<file path="config.mk">
export PLATFORM = sky130hd
export DESIGN_NAME = keycode_event_queue_flat
export DESIGN_NICKNAME = d
export VERILOG_FILES = /design/src/rtl/keycode_event_queue_if.sv /design/src/rtl/keycode_event_queue.sv /design/src/flat_wrapper.sv
export SDC_FILE = /design/constraint.sdc
export NUM_CORES = 1
export LEC_CHECK = 0
export ABC_CLOCK_PERIOD_IN_PS = 3000
export BUFFER_PORTS_ARGS = -buffer_cell sky130_fd_sc_hd__buf_2
export CORE_ASPECT_RATIO = 1.25
export CORE_MARGIN = 2
export CORE_UTILIZATION = 35
export CTS_BUF_LIST = sky130_fd_sc_hd__clkbuf_4 sky130_fd_sc_hd__clkbuf_8
export DETAILED_ROUTE_END_ITERATION = 10
export PLACE_DENSITY = 0.61
export SETUP_SLACK_MARGIN = 0.02
export SYNTH_ARGS = -nofsm -noshare
export SYNTH_HDL_FRONTEND = slang
export SYNTH_SLANG_ARGS = --single-unit
</file>
<file path="constraint.sdc">
create_clock -name clk_clk -period 3 [get_ports clk_clk]
set_input_delay 0.6 -clock clk_clk [delete_from_list [all_inputs] [get_ports clk_clk]]
set_output_delay 0.6 -clock clk_clk [all_outputs]
set_load 0.005 [all_outputs]
</file>
<file path="src/rtl/keycode_event_queue_if.sv">
// Event stream from keycode_event_queue to the game-logic consumer.
// The master presents the head event; the slave pops it with ev_ready.
interface keycode_event_queue_if;
   logic [9:0] ev_data;
   logic       ev_valid;
   logic       ev_ready;

   modport master (output ev_data, output ev_valid, input ev_ready);
   modport slave  (input ev_data, input ev_valid, output ev_ready);
endinterface

</file>
<file path="src/rtl/keycode_event_queue.sv">
// Debounces the SoC keycode PIO and turns accepted level changes into
// press/release/repeat events held in a first-word-fall-through FIFO.
module keycode_event_queue #(
   parameter int STABLE_CYCLES = 16,
   parameter int REPEAT_DELAY  = 25000000,
   parameter int REPEAT_PERIOD = 5000000,
   parameter int DEPTH         = 8
) (
   input  logic                   clk_clk,
   input  logic                   reset_reset_n,
   input  logic [7:0]             keycode,
   keycode_event_queue_if.master  ev,
   output logic [$clog2(DEPTH):0] ev_count,
   output logic [7:0]             held_key,
   output logic                   overflow,
   input  logic                   overflow_clr
);
   localparam int AW   = $clog2(DEPTH);
   localparam int CW   = $clog2(STABLE_CYCLES + 1);
   localparam int RMAX = (REPEAT_DELAY > REPEAT_PERIOD) ? REPEAT_DELAY : REPEAT_PERIOD;
   localparam int RW   = $clog2(RMAX + 1);

   localparam logic [CW-1:0] STABLE_C = CW'(STABLE_CYCLES);
   localparam logic [RW-1:0] R_FIRST  = (REPEAT_DELAY > 0) ? RW'(REPEAT_DELAY - 1) : '0;
   localparam logic [RW-1:0] R_NEXT   = RW'(REPEAT_PERIOD - 1);
   localparam logic [AW:0]   FULL_C   = (AW+1)'(DEPTH);

   localparam logic [1:0] EV_PRESS   = 2'b01;
   localparam logic [1:0] EV_RELEASE = 2'b10;
   localparam logic [1:0] EV_REPEAT  = 2'b11;

   logic [7:0]              cand_q, cand_d;
   logic [CW-1:0]           cnt_q, cnt_d;
   logic [7:0]              held_q, held_d;
   logic                    pend_q, pend_d;
   logic [RW-1:0]           rpt_q, rpt_d;
   logic [DEPTH-1:0][9:0]   mem_q;
   logic [AW-1:0]           wr_q, wr_d, rd_q, rd_d;
   logic [AW:0]             count_q, count_d;
   logic                    ovf_q, ovf_d;

   logic       commit, push, pop, full, wr_en, drop;
   logic [9:0] push_data;

   assign pop  = (count_q != '0) && ev.ev_ready;
   assign full = (count_q == FULL_C);

   always_comb begin
      cand_d    = keycode;
      cnt_d     = (keycode != cand_q) ? CW'(1)
                : (cnt_q == STABLE_C) ? cnt_q : cnt_q + 1'b1;
      commit    = (cnt_d == STABLE_C) && (keycode != held_q) && !pend_q;
      held_d    = held_q;
      pend_d    = pend_q;
      rpt_d     = rpt_q;
      push      = 1'b0;
      push_data = '0;
      if (commit) begin
         held_d = keycode;
         rpt_d  = R_FIRST;
         push   = 1'b1;
         if (held_q == 8'h00) begin
            push_data = {EV_PRESS, keycode};
         end else begin
            push_data = {EV_RELEASE, held_q};
            // A->B: the press of B goes out on the next edge
            pend_d    = (keycode != 8'h00);
         end
      end else if (pend_q) begin
         push      = 1'b1;
         push_data = {EV_PRESS, held_q};
         pend_d    = 1'b0;
         rpt_d     = R_FIRST;
      end else if (held_q != 8'h00 && REPEAT_DELAY != 0) begin
         if (rpt_q == '0) begin
            push      = 1'b1;
            push_data = {EV_REPEAT, held_q};
            rpt_d     = R_NEXT;
         end else begin
            rpt_d = rpt_q - 1'b1;
         end
      end
   end

   always_comb begin
      wr_en   = push && (!full || pop);
      drop    = push && full && !pop;
      wr_d    = wr_en ? wr_q + 1'b1 : wr_q;
      rd_d    = pop ? rd_q + 1'b1 : rd_q;
      count_d = count_q;
      case ({wr_en, pop})
         2'b10:   count_d = count_q + 1'b1;
         2'b01:   count_d = count_q - 1'b1;
         default: count_d = count_q;
      endcase
      // a drop wins over a simultaneous clear so no loss goes unreported
      ovf_d = drop ? 1'b1 : (overflow_clr ? 1'b0 : ovf_q);
   end

   always_ff @(posedge clk_clk or negedge reset_reset_n) begin
      if (!reset_reset_n) begin
         cand_q  <= '0;
         cnt_q   <= '0;
         held_q  <= '0;
         pend_q  <= 1'b0;
         rpt_q   <= '0;
         mem_q   <= '0;
         wr_q    <= '0;
         rd_q    <= '0;
         count_q <= '0;
         ovf_q   <= 1'b0;
      end else begin
         cand_q  <= cand_d;
         cnt_q   <= cnt_d;
         held_q  <= held_d;
         pend_q  <= pend_d;
         rpt_q   <= rpt_d;
         if (wr_en) mem_q[wr_q] <= push_data;
         wr_q    <= wr_d;
         rd_q    <= rd_d;
         count_q <= count_d;
         ovf_q   <= ovf_d;
      end
   end

   assign ev.ev_valid = (count_q != '0);
   assign ev.ev_data  = (count_q != '0) ? mem_q[rd_q] : '0;
   assign ev_count    = count_q;
   assign held_key    = held_q;
   assign overflow    = ovf_q;
endmodule
</file>
<file path="src/flat_wrapper.sv">
// flat-port wrapper written by rule: the top's interface ports become plain ports
module keycode_event_queue_flat 
#(
   parameter int STABLE_CYCLES = 16,
   parameter int REPEAT_DELAY  = 25000000,
   parameter int REPEAT_PERIOD = 5000000,
   parameter int DEPTH         = 8
)
  (clk_clk, reset_reset_n, keycode, ev_count, held_key, overflow, overflow_clr, ev_ev_data, ev_ev_valid, ev_ev_ready);
  keycode_event_queue_if ev_i ();
  input  logic clk_clk;
  input  logic reset_reset_n;
  input  logic [7:0] keycode;
  output logic [$clog2(DEPTH):0] ev_count;
  output logic [7:0] held_key;
  output logic overflow;
  input  logic overflow_clr;
  output wire logic [$bits(ev_i.ev_data)-1:0] ev_ev_data;
  output wire logic [$bits(ev_i.ev_valid)-1:0] ev_ev_valid;
  input wire logic [$bits(ev_i.ev_ready)-1:0] ev_ev_ready;
  assign ev_ev_data = ev_i.ev_data;
  assign ev_ev_valid = ev_i.ev_valid;
  assign ev_i.ev_ready = ev_ev_ready;
  keycode_event_queue #(.STABLE_CYCLES(STABLE_CYCLES), .REPEAT_DELAY(REPEAT_DELAY), .REPEAT_PERIOD(REPEAT_PERIOD), .DEPTH(DEPTH)) u_core (.clk_clk(clk_clk), .reset_reset_n(reset_reset_n), .keycode(keycode), .ev(ev_i), .ev_count(ev_count), .held_key(held_key), .overflow(overflow), .overflow_clr(overflow_clr));
endmodule
</file>
# After elaboration in Yosys (flattened, before gate mapping)
# Index checks and enable logic that the tools add are counted.
# word_totals
output_inout_bits	24
mem_count	0
elab_cells	79
mem_bits_rw	0
mem_bits_ro	0
latch_bits	0
in_bits	12
ff_bits	138
# classes
div_mod_pow	0
bitwise_logic	0
n_reduce_logical	19
n_mul	0
shifts	0
n_eq_ne	8
n_mux	26
order_cmp	3
addsub	6
# ops
operator	n
$mux W25	4
$bwmux W80	1
$mux W10	8
$bmux W10 S3	1
$demux W10 S3	1
$logic_not A25 Y1	1
$sub A25 B1 Y25 const B	1
$ne A8 B8 Y1	2
$reduce_bool A8 Y1	2
$eq A5 B5 Y1 const B	2
$mux W5	2
$logic_not A8 Y1	1
$lt A3 B4 Y1 const B	2
$mux W1	8
$pmux W4 S2	1
$logic_and A1 B1 Y1	7
$add A3 B1 Y3 const B	2
$add A5 B1 Y5 const B	1
$add A4 B1 Y4 const B	1
$eq A4 B4 Y1 const B	1
$reduce_bool A2 Y1	2
$reduce_bool A4 Y1	1
$sub A4 B1 Y4 const B	1
$ge A3 B1 Y1 const B	1
6 further kinds	8

# Logic depth before layout (Yosys ltp)
# Gate-level depths: netlist (run 1).
# depth
depth_word	10
ltp_mapped	16
mapped_depth_nobuf	15

# Worst setup path after synthesis (run 1)
# OpenSTA, ideal clock, no wires.
# synth_path
kind	reg-to-reg
start	register u_core.cnt_q[0]
end	register u_core.count_q[2], in the netlist u_core.ev_count[2]
setup_ns	0.128
setup_slack_ns	-0.164
period_less_slack_ns	3.164
stages_incl_launch_ff	17
arrival_ns	3.037
path_cell_list	dfrtp_1 -> inv_1 -> ha_1 -> and4bb_2 -> and2_1 -> o221a_1 -> buf_4 -> nand3_4 -> a21boi_0 -> inv_1 -> ha_1 -> xor2_1 -> ha_1 -> a21oi_1 -> xor2_1 -> nor2_1 -> xor2_1
# synth_between
elab_chain_len	10
# synth_lines
item	line_no	text
from (decl)	keycode_event_queue.sv:33	logic [CW-1:0] cnt_q, cnt_d;
from (signal assigned)	keycode_event_queue.sv:114	cnt_q <= cnt_d;
$add A5 B1 Y5 / $eq A5 B5 Y1 (equally long branches)	keycode_event_queue.sv:51	: (cnt_q == STABLE_C) ? cnt_q : cnt_q + 1'b1;
$mux W5 (*)	keycode_event_queue.sv:51	
$mux W5 (*)	keycode_event_queue.sv:50	cnt_d = (keycode != cand_q) ? CW'(1)
$eq A5 B5 Y1 (*)	keycode_event_queue.sv:52	commit = (cnt_d == STABLE_C) && (keycode != held_q) && !pend_q;
$logic_and A1 B1 Y1 (*) (2 in series)	keycode_event_queue.sv:52	
$mux W1 (*)	keycode_event_queue.sv:58	if (commit) begin
$logic_and A1 B1 Y1 (*)	keycode_event_queue.sv:86	wr_en = push && (!full || pop);
$eq A2 B1 Y1 / $eq A2 B2 Y1 (equally long branches)	keycode_event_queue.sv:91	case ({wr_en, pop})
$pmux W4 S2 / $reduce_bool A2 Y1 (equally long branches)	n/a	
to (signal assigned)	keycode_event_queue.sv:121	count_q <= count_d;
to (decl)	keycode_event_queue.sv:39	logic [AW:0] count_q, count_d;
# Every way passes the cells marked *; elsewhere a longest branch is shown, timed or not.
# A chain may end at the register's enable or synchronous reset.

# Final worst setup path (run 1)
# layout_path
start	register u_core.cnt_q[1]
end	register u_core.mem_q[1] in the netlist's numbering
# layout_between
elab_chain_len	8
# layout_lines
item	line_no	text
$add A5 B1 Y5 / $eq A5 B5 Y1 (equally long branches)	keycode_event_queue.sv:51	
$mux W5 (*)	keycode_event_queue.sv:51	
$mux W5 (*)	keycode_event_queue.sv:50	
$eq A5 B5 Y1 (*)	keycode_event_queue.sv:52	
$logic_and A1 B1 Y1 (*) (2 in series)	keycode_event_queue.sv:52	
$mux W10 / $mux W1 (equally long branches)	keycode_event_queue.sv:58	
$bwmux W80 / $logic_and A1 B1 Y1 (equally long branches)	keycode_event_queue.sv:118, keycode_event_queue.sv:86	
to (signal, indexed assignment)	keycode_event_queue.sv:118	if (wr_en) mem_q[wr_q] <= push_data;
to (decl)	keycode_event_queue.sv:37	logic [DEPTH-1:0][9:0] mem_q;
# Marked as above.

==> results of run 1 <==
==> area by class of cell <==
cell class	count	area, um^2	share of cell area
Sequential cell	138	3450	0.418
Clock inverter	11	145	0.0176
Multi-Input combinational cell	399	3440	0.417
Inverter	7	26.3	0.00318
Tap cell	265	332	0.0401
Timing Repair Buffer	85	594	0.0719
Clock buffer	21	270	0.0327
==> path summary, 6_finish.rpt <==
path / from / endpoint / slack [ns] / depth (start not counted)
worst max-delay path: u_core.cnt_q[1]$_DFF_PN0_ / u_core.mem_q[1]$_DFFE_PN0P_ / 0.11 / 10
worst min-delay path: reset_reset_n / u_core.cand_q[3]$_DFF_PN0_ / 0.08 / 1
worst max register to register: u_core.cnt_q[1]$_DFF_PN0_ / u_core.mem_q[1]$_DFFE_PN0P_ / 0.11 / 10
worst min register to register: u_core.mem_q[10]$_DFFE_PN0P_ / u_core.mem_q[10]$_DFFE_PN0P_ / 0.49 / 1
max in group asynchronous: reset_reset_n / u_core.mem_q[76]$_DFFE_PN0P_ / 2.19 / 2
min in group clk_clk: overflow_clr / u_core.overflow$_DFFE_PN0P_ / 0.35 / 2
==> power breakdown <==
part           internal (mW)  switching, mW  total, mW  leakage [nW]
registers               1.91          0.148       2.06          1.78
logic                  0.334          0.325      0.659          1.71
clock network          0.870          0.718       1.59         0.206
total                   3.12           1.19       4.31          3.70
==> worst reg2reg max path, delay by kind of cell, from the launching register on <==
family          cells  cell delay (ns)
mux                 1             0.41
buf+inv             3             0.41
compound gates      2             0.79
simple gates        3             0.55
flops               1             0.45
fa+ha+maj           1             0.17
==> Yosys cell counts (all sizes together), types with 2 or more instances <==
cell / number / share of area
and2: 9 / 0.0081
a21oi: 28 / 0.027
a22oi: 2 / 0.0022
nand3b: 2 / 0.0022
buf: 9 / 0.0085
clkbuf: 14 / 0.0076
a41o: 5 / 0.0072
dfrtp: 138 / 0.50
o22a: 20 / 0.025
or3: 4 / 0.0036
a21boi: 5 / 0.011
o21ai: 18 / 0.013
nor3: 19 / 0.014
a2bb2oi: 20 / 0.025
a32oi: 3 / 0.0038
a31oi: 2 / 0.0018
nor4: 14 / 0.016
nand2b: 4 / 0.0036
nor2b: 8 / 0.0072
nand3: 15 / 0.013
ha: 9 / 0.016
o21a: 2 / 0.0022
a41oi: 3 / 0.0038
nand4: 9 / 0.0081
and3: 3 / 0.0027
inv: 7 / 0.0038
a211o: 3 / 0.0038
nor2: 30 / 0.017
mux4: 20 / 0.065
xor2: 20 / 0.025
mux2i: 13 / 0.019
o21bai: 2 / 0.0022
a211oi: 2 / 0.0022
xnor2: 13 / 0.016
nand2: 23 / 0.012
mux2: 51 / 0.083
a21o: 6 / 0.0065
==> timing repair <==
item                                    CTS  global route
endpoints found under the setup margin    2            22
setup buffers                             5             1
pin swaps                                 1             9
gates resized for setup                   2            18
==> state kept, by name, indices dropped and copies added (netlist names) <==
| name | count |
|---|---|
| u_core.mem_q | 80 |
| u_core.rpt_q | 25 |
| u_core.cand_q | 8 |
| u_core.held_key | 8 |
| u_core.cnt_q | 5 |
| u_core.ev_count | 4 |
| u_core.rd_q | 3 |
| u_core.wr_q | 3 |
| u_core.overflow | 1 |
| u_core.pend_q | 1 |
==> cell families (layout without fill, tap and decap cells) <==
group                    Yosys count  after routing  share of synthesized area
AND/OR/NAND/NOR                  145            145                      0.113
flip-flops                       138            138                      0.497
AO/OA/AOI/OAI                    128            128                      0.145
multiplexers                      84             84                      0.167
XOR/XNOR                          33             33                     0.0416
buffers and inverters             30            124                     0.0198
adder cells (fa/ha/maj)            9              9                     0.0162
==> per-stage QoR <==
step	setup slack, ns	util	hold WS (ns)	setup TNS, ns	power, mW
after floorplan	0.0229	-	0.304	0	2.45
after global placement	0.00385	0.397	0.464	0	2.72
after detailed placement	-0.0613	0.397	0.476	-0.0983	2.73
after CTS	0.0540	0.421	0.0727	0	4.33
final	0.113	0.425	0.0783	0	4.31
after global routing	-0.0316	0.425	0.0923	-0.0316	4.50
==> layer usage <==
| metal | wire [um] | vias to the layer above | track usage |
|---|---|---|---|
| li1 | - | 2314 | - |
| met1 | 7320 | 2606 | 0.222 |
| met2 | 9520 | 145 | 0.310 |
| met3 | 639 | 23 | 0.0364 |
| met4 | 378 | 0 | 0.0635 |
| met5 | 0 | - | 0 |
==> impl_results.md, run 1 <==
- Initial Util: 0.357
- Max-Cap Viols: 0
- Power per cell area: 521 nW/um^2
- Final Cell Area: a little over 8000 um^2
- WL/cell: approximately 19 um
- Vias in the first global route: ~5300
- Clock Sinks: 138
- Total track usage: 0.180
- Routed Antenna Nets: 0
- Netlist cell types: 62
- Placed insts: between 800 and 900
- Initial antenna violation count: 0
- Clk slew on worst S/H paths: 0.08 ns
- Warnings, synthesis: 0
- Drt drc: 0
- Hold WC Path Type: in -> async
- CP max stage delay: around 0.57 ns
- Final std cells w/o fill: ~900
- Cts hold-fix bufs: 0
- Area growth, synth to finish: 19.0%
- Total die area: about 21000 um^2
- Initial DRC count: ~380
- CP max-delay cell: a21boi_2
- Tmin final: 2.89 ns
- Cell Area, Placed: between 7000 and 8000 um^2
- Seq cells post-synth: 138
- Largest net degree at the start of global routing: 65
- Detailed Place HPWL: between 10 and 15 mm
- Slew HR: 0.484
- Gpl congestion: 0.841
- Number of fill cells: approximately 1800
- CP Launch Type: flop
- TritonCTS clock tree: built
- Max Freq: 346 MHz
- Die Width: between 100 and 150 um
- Critical path data required time: about 3.3 ns
- I/O Buffers: 35
- Leak pwr: ~3.7 nW
- Routed WL: about 18 mm
- Antenna cells: 0
- Nets@finish: 669
- Hold Violations, Final: 0
- Syn Area/Cell: about 12 um^2
- Worst vdd ir: ~0.26 mV
- Via density per instance: 5.49
- Predominant post-synthesis flop cell: dfrtp_1
- Slew @ Worst Pin: approximately 0.77 ns
- Syn_nets: ~590
- Core footprint: roughly 20000 um^2
- Clock Latency Late Sink: 0.45 ns
- Clock Tree Buf Depth: 2
- Total CTS buffers: 17
- First-pass GRT wire length: between 20 and 30 mm
- Proportion of synthesized chip area in sequential cells: 0.497
- Layout cell share with drive strength beyond 1: 0.337
- I/O pin count: 36
- Vias: between 5000 and 6000
- CP Max Fanout: 32
- FFs w/ async S/R, synth: 1.00
- Root Buffer: clkbuf_8
- Gr ovfl total: 0
- Row count: 57
- Skew final: approximately 0.007 ns
- Most frequent cells in the layout: dfrtp_1, mux2_2, buf_4, buf_2, nor2_1
- Synthesized instance count: approximately 570
- Final clock period utilization by the worst path: 0.962
- Slew Viols, Final: 0
- Outcome: finished, final reports clean
- # setup viols final: 0
- Crit path buffers/inverters: 3
- Worst path top cell family by delay: compound AO/OA/AOI/OAI gates
- Worst setup EP type: flop
- Die H: about 160 um
- Synth Cell Area: about 7000 um^2
- Data arrival, critical path: between 3 and 4 ns
- Number of synthesized flops with an enable pin: 0
- Drt pass-1 iters: 5
- Commonest non-fill, non-tap cell in the layout: dfrtp_1
- CTS H-tree lvls: 4
- Worst-path cell chain: inv_1 > ha_2 > and4bb_2 > and2_4 > o221a_4 > nand3_4 > buf_4 > buf_12 > a21boi_2 > mux2_2
- Critical setup path kind: reg -> reg
(Power assumes the default switching activity.)
==> run 2: changes to the inputs <==
Settings changed: HOLD_SLACK_MARGIN from default to 0.03, RECOVER_POWER from default to 50.
==> impl_results.md, run 2 (same netlist as run 1, synthesis figures left out) <==
- Met2 wire len: approximately 9.5 mm
- Data arrival, critical path: approximately 3.2 ns
- Critical path data required time: 3.34 ns
- Violated checks: max-capacitance violations, max-slew violations
- Clk pwr share: 0.370
- Max Freq: about 350 MHz
- Most frequent cells in the layout: dfrtp_1, mux2_2, buf_4, buf_2, nor2_1
- Slew HR: -0.438
- Detailed Place HPWL: between 10 and 15 mm
- Cell Area, Placed: a little under 8000 um^2
- CP Max Fanout: 32
- Hold Violations, Final: 0
- Max reg flops: 80
- Crit path buffers/inverters: 3
- Drt drc: 0
- Critical setup path kind: reg -> reg
- I/O pin count: 36
- Sw frac: 0.276
- Biggest register: u_core.mem_q
- Number of fill cells: 1796
- Clock Latency Late Sink: between 0.4 and 0.5 ns
- Final clock period utilization by the worst path: 0.962
- Clk slew on worst S/H paths: ~0.08 ns
- Highest metal used: met4
- Final Cell Area: 8220 um^2
- Area growth, synth to finish: 18.3%
- First-pass GRT wire length: between 20 and 30 mm
- CP max-delay cell: a21boi_2
- Routed WL: about 18 mm
- Row count: between 50 and 60
- Worst-path cell chain: inv_1 > ha_2 > and4bb_2 > and2_4 > o221a_4 > nand3_4 > buf_4 > buf_12 > a21boi_2 > mux2_2
- Root Buffer: clkbuf_8
- Skew final: about 0.0065 ns
- Clock Sinks: ~140
- Met1 wire length: around 7.4 mm
- Multi-input gate area: 3440 um^2
- Slew Viols, Final: 49
- Nets@finish: about 670
- Wire length on met3: ~600 um
- Tmin final: roughly 2.9 ns
- DP Worst Slack: -0.0613 ns
- Initial DRC count: about 390
- Via density per instance: 5.50
- Max-Cap Viols: 1
- Initial antenna violation count: 0
- I/O Buffers: 35
- Setup ws final: 0.114 ns
- Drt pass-1 iters: 5
- Sequential cell fraction of total power: 0.479
- Initial Util: 0.357
- Gr ovfl total: 0
- Largest net degree at the start of global routing: between 60 and 70
- Hold WC Path Type: in -> reg
- Worst vdd ir: 0.261 mV
- # setup viols final: 0
- Power per cell area: about 520 nW/um^2
- Layout cell share with drive strength beyond 1: 0.322
- Leak pwr: ~3.7 nW
- Routed Antenna Nets: 0
- Comb pwr share: 0.151
- Total CTS buffers: 17
- Worst setup EP type: flop
- WL/cell: ~19 um
- Register Area: about 3500 um^2
- R2r setup slk: ~0.11 ns
- Die Width: 130 um
- Antenna cells: 0
- Vias: 5094
- Final std cells w/o fill: 926
- CP max stage delay: roughly 0.57 ns
- Vias in the first global route: about 5300
- Outcome: complete, but fails checks
- Slew @ Worst Pin: between 2 and 2.5 ns
- Total die area: between 20000 and 25000 um^2
- CTS H-tree lvls: 4
- Worst path top cell family by delay: compound AO/OA/AOI/OAI gates
- CP Launch Type: flop
- Die H: ~160 um
- Clock Tree Buf Depth: 2
- Commonest non-fill, non-tap cell in the layout: dfrtp_1
- Gpl congestion: about 0.84
- Sw power: approximately 1.2 mW
- TritonCTS clock tree: built
- Core footprint: just under 20000 um^2
- Internal Power: 3.11 mW
- Total track usage: 0.180
- Final Core Density: 0.422
- Placed insts: 888
- Largest registers: u_core.mem_q (80), u_core.rpt_q (25)
- Setup TNS: 0 ns
==> run 2: path summary, 6_finish.rpt <==
kind                                         startpoint                            to  depth (start not counted)
min in group asynchronous                 reset_reset_n    u_core.cand_q[3]$_DFF_PN0_                          1
max in group asynchronous                 reset_reset_n  u_core.mem_q[76]$_DFFE_PN0P_                          2
setup reg to reg              u_core.cnt_q[1]$_DFF_PN0_   u_core.mem_q[1]$_DFFE_PN0P_                         10
hold reg to reg            u_core.mem_q[10]$_DFFE_PN0P_  u_core.mem_q[10]$_DFFE_PN0P_                          1
setup / recovery              u_core.cnt_q[1]$_DFF_PN0_   u_core.mem_q[1]$_DFFE_PN0P_                         10
hold / removal                             overflow_clr   u_core.overflow$_DFFE_PN0P_                          2
==> run 2: cell type report <==
class | count | share of cell area
Timing Repair Buffer | 85 | 0.0670
Inverter | 7 | 0.00320
Multi-Input combinational cell | 399 | 0.418
Sequential cell | 138 | 0.420
Tap cell | 265 | 0.0404
Clock buffer | 21 | 0.0329
Clock inverter | 11 | 0.0177
==> run 2: metal layers <==
metal,up-vias,GRT usage
met3,26,0.0364
met2,134,0.310
met1,2622,0.222
met5,-,0
met4,0,0.0635
li1,2312,-
==> run 2: worst register-to-register path: stages, from the launching register on <==
cell and delay, ns:
dfrtp_2 0.45, inv_1 0.08, ha_2 0.17, and4bb_2 0.30, and2_4 0.17, o221a_4 0.21
nand3_4 0.08, buf_4 0.15, buf_12 0.18, a21boi_2 0.58, mux2_2 0.41
==> run 2: repair_timing <==
item | CTS | global route
resized for setup | 2 | 18
hold buffers | 0 | 0
setup endpoints to repair | 2 | 22
pin swaps | 1 | 9
buffers inserted | 5 | 1
==> run 2: metrics by stage <==
step | hold WS (ns) | power [mW]
floorplan | 0.304 | 2.45
global placement | 0.464 | 2.72
detailed placement | 0.476 | 2.73
CTS | 0.0727 | 4.33
global route | 0.322 | 4.48
finish | 0.351 | 4.30
==> run 2: power by group through the flow <==
stage / sequential, mW / combinational, mW / clock (mW)
finish: 2.06 / 0.649 / 1.59
global placement: 2.09 / 0.631 / 0
floorplan: 2.01 / 0.446 / 0
detailed placement: 2.09 / 0.641 / 0
CTS: 2.05 / 0.644 / 1.63
global route: 2.06 / 0.710 / 1.71
